File: src/rtl/stage2_writeback_if.sv
// SRAM write port of the stage-2 write-back: valid/ready with bank, word address, data and lane mask.
interface stage2_writeback_if #(
    parameter int WIDTH    = 16,
    parameter int PARALLEL = 2,
    parameter int ADDR_W   = 12
);
    logic                        wr_en;
    logic                        wr_ready;
    logic [2:0]                  wr_bank;
    logic [ADDR_W-1:0]           wr_addr;
    logic [2*PARALLEL*WIDTH-1:0] wr_data;
    logic [2*PARALLEL-1:0]       wr_mask;

    modport master (output wr_en, wr_bank, wr_addr, wr_data, wr_mask, input wr_ready);
    modport slave  (input wr_en, wr_bank, wr_addr, wr_data, wr_mask, output wr_ready);
endinterface

File: src/rtl/stage2_writeback.sv
// Stage-2 write-back: buffers pipe beats in a small FIFO and drains them to the SRAM write port.
// Define STAGE2_WB_FILTER_EN to drop stage-6 lanes carrying the "no centre" id.
module stage2_wb_lane #(
    parameter int WIDTH      = 16,
    parameter int N_SENTINEL = 4096,
    parameter bit FILTER     = 1'b0
) (
    input  logic [WIDTH-1:0] op1,
    input  logic             is_s6,
    output logic             m1,
    output logic             m2
);
    logic keep;
    assign keep = !(FILTER && is_s6 && (op1 == WIDTH'(N_SENTINEL)));
    assign m1   = keep;
    assign m2   = keep && is_s6;
endmodule

module stage2_writeback #(
    parameter int WIDTH      = 16,
    parameter int PARALLEL   = 2,
    parameter int ADDR_W     = 12,
    parameter int DEPTH      = 4,
    parameter int N_SENTINEL = 4096
) (
    input  logic                             CLK_i,
    input  logic                             RST_i,
    input  logic                             clear_i,
    input  logic                             valid_i,
    input  logic [2:0]                       stage_i,
    input  logic                             finished_i,
    input  logic [PARALLEL-1:0][WIDTH-1:0]   operand1_i,
    input  logic [PARALLEL-1:0][WIDTH-1:0]   operand2_i,
    output logic                             stall_o,
    stage2_writeback_if.master               wr,
    output logic                             done_o,
    output logic                             overflow_o
);
`ifdef STAGE2_WB_FILTER_EN
    localparam bit FILTER = 1'b1;
`else
    localparam bit FILTER = 1'b0;
`endif
    localparam int PW = $clog2(DEPTH);
    localparam int CW = $clog2(DEPTH + 1);

    typedef struct packed {
        logic [2:0]                  bank;
        logic [ADDR_W-1:0]           addr;
        logic [2*PARALLEL*WIDTH-1:0] data;
        logic [2*PARALLEL-1:0]       mask;
    } entry_t;

    typedef enum logic [1:0] {IDLE, RUN, DRAIN, DONE} state_t;

    state_t            state_q, state_d;
    entry_t            fifo_q [DEPTH];
    logic [PW-1:0]     rd_ptr_q, wr_ptr_q;
    logic [CW-1:0]     count_q;
    logic [ADDR_W-1:0] addr_q, beat_addr;
    logic [2:0]        last_stage_q;
    logic              run_phase, beat_ok, pop, do_push, ovf_set, any_mask;
    logic [PARALLEL-1:0] mask1, mask2;
    logic [2*PARALLEL-1:0] new_mask;

    for (genvar i = 0; i < PARALLEL; i++) begin : g_lane
        stage2_wb_lane #(.WIDTH(WIDTH), .N_SENTINEL(N_SENTINEL), .FILTER(FILTER)) u_lane (
            .op1  (operand1_i[i]),
            .is_s6(stage_i == 3'd6),
            .m1   (mask1[i]),
            .m2   (mask2[i])
        );
    end

    assign new_mask  = {mask2, mask1};
    assign any_mask  = |new_mask;
    assign beat_ok   = run_phase && valid_i && (stage_i != 3'd7);
    assign beat_addr = (stage_i != last_stage_q) ? '0 : addr_q;
    assign pop       = wr.wr_en && wr.wr_ready;
    // A full FIFO still takes the beat if the head leaves on the same edge.
    assign do_push   = beat_ok && any_mask && ((count_q != CW'(DEPTH)) || pop);
    assign ovf_set   = beat_ok && any_mask && (count_q == CW'(DEPTH)) && !pop;

    always_ff @(posedge CLK_i or posedge RST_i) begin
        if (RST_i) begin
            rd_ptr_q     <= '0;
            wr_ptr_q     <= '0;
            count_q      <= '0;
            addr_q       <= '0;
            last_stage_q <= '0;
            overflow_o   <= 1'b0;
            for (int i = 0; i < DEPTH; i++) fifo_q[i] <= '0;
        end else if (clear_i) begin
            rd_ptr_q     <= '0;
            wr_ptr_q     <= '0;
            count_q      <= '0;
            addr_q       <= '0;
            last_stage_q <= '0;
        end else begin
            if (do_push) begin
                fifo_q[wr_ptr_q] <= '{bank: stage_i, addr: beat_addr,
                                      data: {operand2_i, operand1_i}, mask: new_mask};
                wr_ptr_q         <= wr_ptr_q + 1'b1;
            end
            if (pop) rd_ptr_q <= rd_ptr_q + 1'b1;
            count_q <= count_q + CW'(do_push) - CW'(pop);
            // Dropped and filtered beats still consume their address slot.
            if (beat_ok) begin
                addr_q       <= beat_addr + ADDR_W'(PARALLEL);
                last_stage_q <= stage_i;
            end
            if (ovf_set) overflow_o <= 1'b1;
        end
    end

    always_ff @(posedge CLK_i or posedge RST_i) begin
        if (RST_i) state_q <= IDLE;
        else       state_q <= state_d;
    end

    always_comb begin
        state_d = state_q;
        if (clear_i) state_d = IDLE;
        else begin
            case (state_q)
                IDLE:    if (valid_i) state_d = RUN;
                RUN:     if (finished_i || stage_i == 3'd7) state_d = DRAIN;
                DRAIN:   if (count_q == '0) state_d = DONE;
                default: state_d = state_q;
            endcase
        end
    end

    always_comb begin
        run_phase = (state_q == IDLE) || (state_q == RUN);
        done_o    = (state_q == DONE);
    end

    assign stall_o    = (count_q >= CW'(DEPTH - 1));
    assign wr.wr_en   = (count_q != '0);
    assign wr.wr_bank = fifo_q[rd_ptr_q].bank;
    assign wr.wr_addr = fifo_q[rd_ptr_q].addr;
    assign wr.wr_data = fifo_q[rd_ptr_q].data;
    assign wr.wr_mask = fifo_q[rd_ptr_q].mask;
endmodule

File: src/flat_wrapper.sv
// flat-port wrapper written by rule: the top's interface ports become plain ports
module stage2_writeback_flat 
#(
    parameter int WIDTH      = 16,
    parameter int PARALLEL   = 2,
    parameter int ADDR_W     = 12,
    parameter int DEPTH      = 4,
    parameter int N_SENTINEL = 4096
)
  (CLK_i, RST_i, clear_i, valid_i, stage_i, finished_i, operand1_i, operand2_i, stall_o, done_o, overflow_o, wr_wr_en, wr_wr_bank, wr_wr_addr, wr_wr_data, wr_wr_mask, wr_wr_ready);
  stage2_writeback_if #(.WIDTH(WIDTH), .PARALLEL(PARALLEL), .ADDR_W(ADDR_W)) wr_i ();
  input  logic CLK_i;
  input  logic RST_i;
  input  logic clear_i;
  input  logic valid_i;
  input  logic [2:0] stage_i;
  input  logic finished_i;
  input  logic [PARALLEL-1:0][WIDTH-1:0] operand1_i;
  input  logic [PARALLEL-1:0][WIDTH-1:0] operand2_i;
  output logic stall_o;
  output logic done_o;
  output logic overflow_o;
  output wire logic [$bits(wr_i.wr_en)-1:0] wr_wr_en;
  output wire logic [$bits(wr_i.wr_bank)-1:0] wr_wr_bank;
  output wire logic [$bits(wr_i.wr_addr)-1:0] wr_wr_addr;
  output wire logic [$bits(wr_i.wr_data)-1:0] wr_wr_data;
  output wire logic [$bits(wr_i.wr_mask)-1:0] wr_wr_mask;
  input wire logic [$bits(wr_i.wr_ready)-1:0] wr_wr_ready;
  assign wr_wr_en = wr_i.wr_en;
  assign wr_wr_bank = wr_i.wr_bank;
  assign wr_wr_addr = wr_i.wr_addr;
  assign wr_wr_data = wr_i.wr_data;
  assign wr_wr_mask = wr_i.wr_mask;
  assign wr_i.wr_ready = wr_wr_ready;
  stage2_writeback #(.WIDTH(WIDTH), .PARALLEL(PARALLEL), .ADDR_W(ADDR_W), .DEPTH(DEPTH), .N_SENTINEL(N_SENTINEL)) u_core (.CLK_i(CLK_i), .RST_i(RST_i), .clear_i(clear_i), .valid_i(valid_i), .stage_i(stage_i), .finished_i(finished_i), .operand1_i(operand1_i), .operand2_i(operand2_i), .stall_o(stall_o), .wr(wr_i), .done_o(done_o), .overflow_o(overflow_o));
endmodule
File: config.mk
export PLATFORM = sky130hd
export DESIGN_NAME = stage2_writeback_flat
export DESIGN_NICKNAME = d
export VERILOG_FILES = /design/src/rtl/stage2_writeback_if.sv /design/src/rtl/stage2_writeback.sv /design/src/flat_wrapper.sv
export SDC_FILE = /design/constraint.sdc
export NUM_CORES = 1
export LEC_CHECK = 0
export BUFFER_PORTS_ARGS = -buffer_cell sky130_fd_sc_hd__buf_2
export CORE_ASPECT_RATIO = 1.2
export CORE_MARGIN = 1.5
export CORE_UTILIZATION = 41
export CTS_BUF_LIST = sky130_fd_sc_hd__clkbuf_8
export DETAILED_ROUTE_END_ITERATION = 6
export HOLD_SLACK_MARGIN = 0.1
export PLACE_DENSITY = 0.61
export REMOVE_ABC_BUFFERS = 1
export SLEW_MARGIN = 40
export SYNTH_ARGS = -nofsm -noshare
export SYNTH_HDL_FRONTEND = slang
export SYNTH_SLANG_ARGS = --single-unit
File: constraint.sdc
create_clock -name CLK_i -period 26.1 [get_ports CLK_i]
set_clock_uncertainty 0.2 [all_clocks]
set_input_delay 2.61 -clock CLK_i [delete_from_list [all_inputs] [get_ports CLK_i]]
set_output_delay 2.61 -clock CLK_i [all_outputs]
set_load 0.01 [all_outputs]
### Word-level counts from Yosys, hierarchy flattened

Cells that the tools add are included.

| storage, ports and cells | value |
|---|---|
| memory bits (read-only) | 0 |
| register bits | 357 |
| memories kept | 0 |
| bits in writable memories | 0 |
| output and inout port bits | 87 |
| bits in latches | 0 |

| cells by class | value |
|---|---|
| shifts and indexed selects | 0 |
| div/mod/pow operators | 0 |
| magnitude comparators | 4 |
| add/subtract/negate cells | 5 |
| equal/unequal tests | 12 |
| bitwise operators | 3 |
| multiply operators | 0 |
| reductions and logical operators | 21 |
| mux-type cells | 21 |

Operators by type and width:

| kind | number |
|---|---|
| 332-bit bitwise mux | 1 |
| 83-bit two-way mux | 3 |
| 83-bit binary-select mux with 2-bit select | 1 |
| 83-bit demux with 2-bit select | 1 |
| 12-bit two-way mux | 3 |
| 2-bit two-way mux | 8 |
| 12-bit by 2-bit adder with 12-bit output, second input constant | 1 |
| 3-bit == test, second input constant | 3 |
| 3-bit two-way mux | 3 |
| 3-bit != test, second input constant | 3 |
| 1-bit logical AND | 7 |
| 3-bit >= comparator, second input constant | 2 |
| 3-bit by 2-bit != test with 1-bit output, second input constant | 2 |
| 2-bit inverter with 3-bit output | 2 |
| 2-bit one-hot mux with 3 select lines | 1 |
| 2-bit nonzero test | 3 |
| 2-bit by 1-bit adder with 2-bit output, second input constant | 2 |
| 2-bit == test, second input constant | 2 |
| 2-bit AND reduction | 2 |
| 4-bit AND reduction | 1 |
| 4-bit nonzero test | 1 |
| 3-bit by 1-bit adder with 3-bit output | 1 |
| 3-bit by 2-bit >= comparator with 1-bit output, second input constant | 1 |
| 3-bit zero test | 1 |
| other kinds (9) | 11 |

### Logic depth before layout (Yosys ltp)

| logic depth | value |
|---|---|
| depth in word-level cells | 8 |
| gate-level depth with buffers | 9 |

### Cells and area by module

From an unflattened synthesis, not the netlist that was laid out.

| second synthesis, totals | value |
|---|---|
| cells, all modules | 1000 |
| area total of the unflattened synthesis | 16099.2 um^2 |

Modules (own cells, without submodules):

| module | seq. area each (um^2) | cells each | instances | area each (um^2) |
|---|---|---|---|---|
| stage2_writeback | 8933.6 | 994 | 1 | 16061.7 |
| stage2_wb_lane | 0.0 | 3 | 2 | 18.8 |

### Least setup slack after synthesis

No wires, ideal clock.

| path | value |
|---|---|
| path kind | input-to-reg |
| start point | in stage_i[1] |
| end point | reg u_core.addr_q[11] |
| arrival time | 4433 ps |
| stages on the path | 9 |
| slack | 21345 ps |
| data required time | 25778 ps |
| path buffers | 1 |
| cell sequence | clkbuf_2 xor2_1 nor3_1 and2_0 ha_1 nand3_1 nor3_1 o21ai_0 a32o_1 |

| on the way | value |
|---|---|
| longest elaborated chain between the ends | 5 |
| elaborated cells on any way between the ends | 8 |
| those cells by class | add/sub: 1; eq/ne: 2; mux: 3; reduce/logical: 2 |

RTL lines:

| item | RTL line | source |
|---|---|---|
| start, declared | flat_wrapper.sv:16 | `input logic [2:0] stage_i;` |
| 3-bit != test | stage2_writeback.sv:78 | `assign beat_addr = (stage_i != last_stage_q) ? '0 : addr_q;` |
| 12-bit two-way mux | stage2_writeback.sv:78 |  |
| net u_core.beat_addr[1] | stage2_writeback.sv:60 | `logic [ADDR_W-1:0] addr_q, beat_addr;` |
| 12-bit by 2-bit adder with 12-bit output | stage2_writeback.sv:109 | `addr_q <= beat_addr + ADDR_W'(PARALLEL);` |
| 12-bit two-way mux | stage2_writeback.sv:108 | `if (beat_ok) begin` |
| 12-bit two-way mux | stage2_writeback.sv:93 | `end else if (clear_i) begin` |
| end signal, assigned | stage2_writeback.sv:109 |  |
| end, declared | stage2_writeback.sv:60 |  |

The timed path passes the listed nets, and every way through them passes these cells. The select of a mux whose other input is x is not followed.
A chain may end at the register's enable or synchronous reset.

### Final worst setup path

| path | value |
|---|---|
| start point | reg u_core.rd_ptr_q[1] |
| end point | out wr_wr_mask[0] |

| on the way | value |
|---|---|
| longest elaborated chain between the ends | 4 |

RTL lines:

| item | RTL line | source |
|---|---|---|
| start, declared | stage2_writeback.sv:58 | `logic [PW-1:0] rd_ptr_q, wr_ptr_q;` |
| start signal, assigned | stage2_writeback.sv:105 | `if (pop) rd_ptr_q <= rd_ptr_q + 1'b1;` |
| 2-bit inverter with 3-bit output (implied by the code) | stage2_writeback.sv:144 | `assign wr.wr_mask = fifo_q[rd_ptr_q].mask;` |
| 83-bit binary-select mux with 2-bit select | stage2_writeback.sv:144 |  |
| 83-bit two-way mux (2 in a row) | -- |  |
| end, declared | flat_wrapper.sv:27 | `output wire logic [$bits(wr_i.wr_mask)-1:0] wr_wr_mask;` |

No other way between the ends. The select of a mux whose other input is x is not followed.

==> results.md <==
* Clock Sinks at 349
* Run status: completed
* Number of setup violations in the final report at 0
* CTS max path bufs at 3
* Die height at 219 µm
* Root Driver: clkbuf_8
* Worst R2R Path Depth at 7
* Register area share after synthesis at 0.547
* Drt total wl at 33.0 mm
* Crit. End Element: output port
* Mapped Area at 0.0160 mm²
* WL/cell at 20.0 µm
* RePlAce Congestion at 0.713
* Finished Cell Area at 0.0182 mm²
* Area grow syn2layout at 14.2%
* Global-route wire length before repair at 53.0 mm
* CTS tree: yes
* CP Class: reg -> out
* Core Footprint at 0.0385 mm²
* Hold depth at 1
* # rows at 79
* Worst-Margin Slew at 772 ps
* Largest net degree at the start of global routing at 101
* Port Buffers at 159
* H-Tree Depth at 2
* Total CTS buffers at 59
* Hold path start: u_core.overflow_o
* Placed cell area at 0.0170 mm²
* Overflow after GRT at 0
* First DRT Iteration DRCs at 519
* Antenna-violating nets left at 0
* Share of layout cells above drive strength 1 at 0.568
* Die width at 183 µm
* Cells after synthesis at 961
* Yosys warning count at 0
* Most common cell after layout, fill and taps aside: dfrtp_1
* DRC violation count after routing at 0
* Reg2reg end: u_core.fifo_q[151]
* Synth cell types at 48
* # Max-Cap Violations at 0
* Mean Syn Cell Area at 16.6 µm²
* Clk pwr share at 0.245
* Worst hold path class: reg -> reg
* Asr flop ratio synth at 1.00
* Min Tclk post-route at 5840 ps
* Num ports at 160
* Type of element launching the critical path: flop
* Worst skew pair latency at 600 ps
* Arrival @ worst endpoint at 3030 ps
* Worst hold endpoint: u_core.overflow_o
* Maximum vdd ir drop at 50.8 µV
* Final hold vios at 0
* Hold-fix buffers, CTS at 0
* Period utilization at 0.224
* Switching share of power at 0.294
* Top_reg_cell synth: dfrtp_1
* Initial Util at 0.414
* Total GRT Usage at 0.169
* Number of flops mapped to enable cells by yosys at 0
* # diodes at 0
* Final Max Slew Viols at 0
* Vias in the first global route at 9428
* Post-CTS Setup Bufs at 0
* RSZ-0062 raised after global routing: false
* Slew headroom at 0.485
* Die ar. at 0.0401 mm²
* PD cells at 108 mW/mm²
* DP Wirelength at 19.4 mm
* Fillers at 3405
* DRT Pass-1 Iters at 6
* Post-cts sizing count at 0
* Most frequent cells in the layout: dfrtp_1 (347), mux2_2 (232), buf_2 (159)
* Clk slew on worst S/H paths at 60 ps
* P_int at 1.39 mW
* Final nets at 1217
* FMAX at 0.171 GHz
* Drt via density at 5.28
* Critical path required time at 23290 ps
* CP max FO at 44
* Gate power share at 0.328
* Via count at 8731
* P_leak at 8.88 nW
* Initial antenna violation count at 0
* Register bit total from synthesis at 349
* Reg power frac at 0.427
* FF-to-FF setup slack at 22770 ps
* Worst R2R Start: u_core.state_q[0]
* Setup TNS Final at 0 ps
* Net Switching at 0.578 mW
==> cell type report <==
cell class | instances | area [µm²] | share of cell area
Multi-Input combinational cell | 537 | 6710 | 0.368
Inverter | 13 | 56.3 | 0.00309
Clock inverter | 21 | 87.6 | 0.00480
Sequential cell | 349 | 8740 | 0.479
Clock buffer | 79 | 1090 | 0.0596
Timing Repair Buffer | 170 | 946 | 0.0519
Tap cell | 486 | 608 | 0.0334
==> worst max-delay path: stages, from the launching register on <==
cell     delay, ps
dfrtp_4        920
buf_4          680
mux4_2         630
buf_2          160
==> routing by layer <==
metal,GRT usage,up-vias,part of all wire
met5,0,-,0
met4,0.0467,0,0.016
met3,0.0347,47,0.042
met2,0.275,154,0.49
met1,0.229,4630,0.45
li1,-,3900,-
==> cells by family (layout without fill, tap and decap cells) <==
| group | after synthesis | after routing | synth area share |
|---|---|---|---|
| AOI/OAI and AO/OA | 30 | 30 | 0.0133 |
| xor gates and xnor gates | 7 | 7 | 0.00384 |
| adders and majority gates | 14 | 14 | 0.0114 |
| buffers and inverters | 75 | 283 | 0.0337 |
| DFF | 349 | 349 | 0.547 |
| muxes | 404 | 404 | 0.362 |
| and+or+nand+nor | 82 | 82 | 0.0290 |
==> sequential cells by signal, summed over array words and instances (netlist names) <==
name and count:
u_core.fifo_q 324, u_core.rd_ptr_q 2, u_core.last_stage_q 3, u_core.count_q 3
u_core.wr_ptr_q 2, u_core.state_q 2, u_core.addr_q 12, u_core.overflow_o 1
==> through the flow <==
stage | total power, mW | hold slack [ps] | cells | setup WS [ps] | util
4_1_cts | 2.00 | 262 | 1655 | 20150 | 0.473
3_3_place_gp | 1.48 | 244 | 1553 | 20360 | 0.440
6_report | 1.97 | 258 | 1655 | 20260 | 0.473
3_5_place_dp | 1.50 | 244 | 1555 | 20390 | 0.442
2_1_floorplan | 1.30 | 229 | 899 | 13610 | -
5_1_grt | 2.09 | 300 | 1655 | 20070 | 0.473
==> worst max-delay path by stage <==
stage / end / start / cells after the start
2_1_floorplan: u_core.addr_q[0] / RST_i / 1
3_3_place_gp: u_core.fifo_q[173] / wr_wr_ready / 6
3_5_place_dp: u_core.fifo_q[131] / wr_wr_ready / 6
4_1_cts: wr_wr_mask[0] / u_core.rd_ptr_q[1] / 3
5_1_grt: wr_wr_mask[1] / u_core.rd_ptr_q[1] / 3
6_report: wr_wr_mask[0] / u_core.rd_ptr_q[1] / 3
==> power by group through the flow <==
stage                     clock (mW)  combinational, mW  sequential [mW]
final                          0.482              0.644            0.840
after CTS                      0.501              0.659            0.840
after floorplan                    0              0.476            0.828
after detailed placement           0              0.657            0.847
after global routing           0.526              0.699            0.865
after global placement             0              0.631            0.849
==> cells in the mapped netlist, types with 5 or more instances <==
library cell	n	area, µm²
a21oi_1	6	30.0
o21ai_0	7	35.0
nor3_1	6	30.0
mux2_2	232	2610
xor2_1	5	43.8
clkbuf_1	17	63.8
nor2_1	20	75.1
mux4_2	81	1820
nand2b_1	6	37.5
ha_1	13	163
nand2_1	14	52.6
mux2_4	85	1280
inv_1	13	48.8
dfrtp_1	349	8730
buf_6	32	360
and2_1	6	37.5
a32o_1	5	50.1
Power figures use the tool's default switching activity.
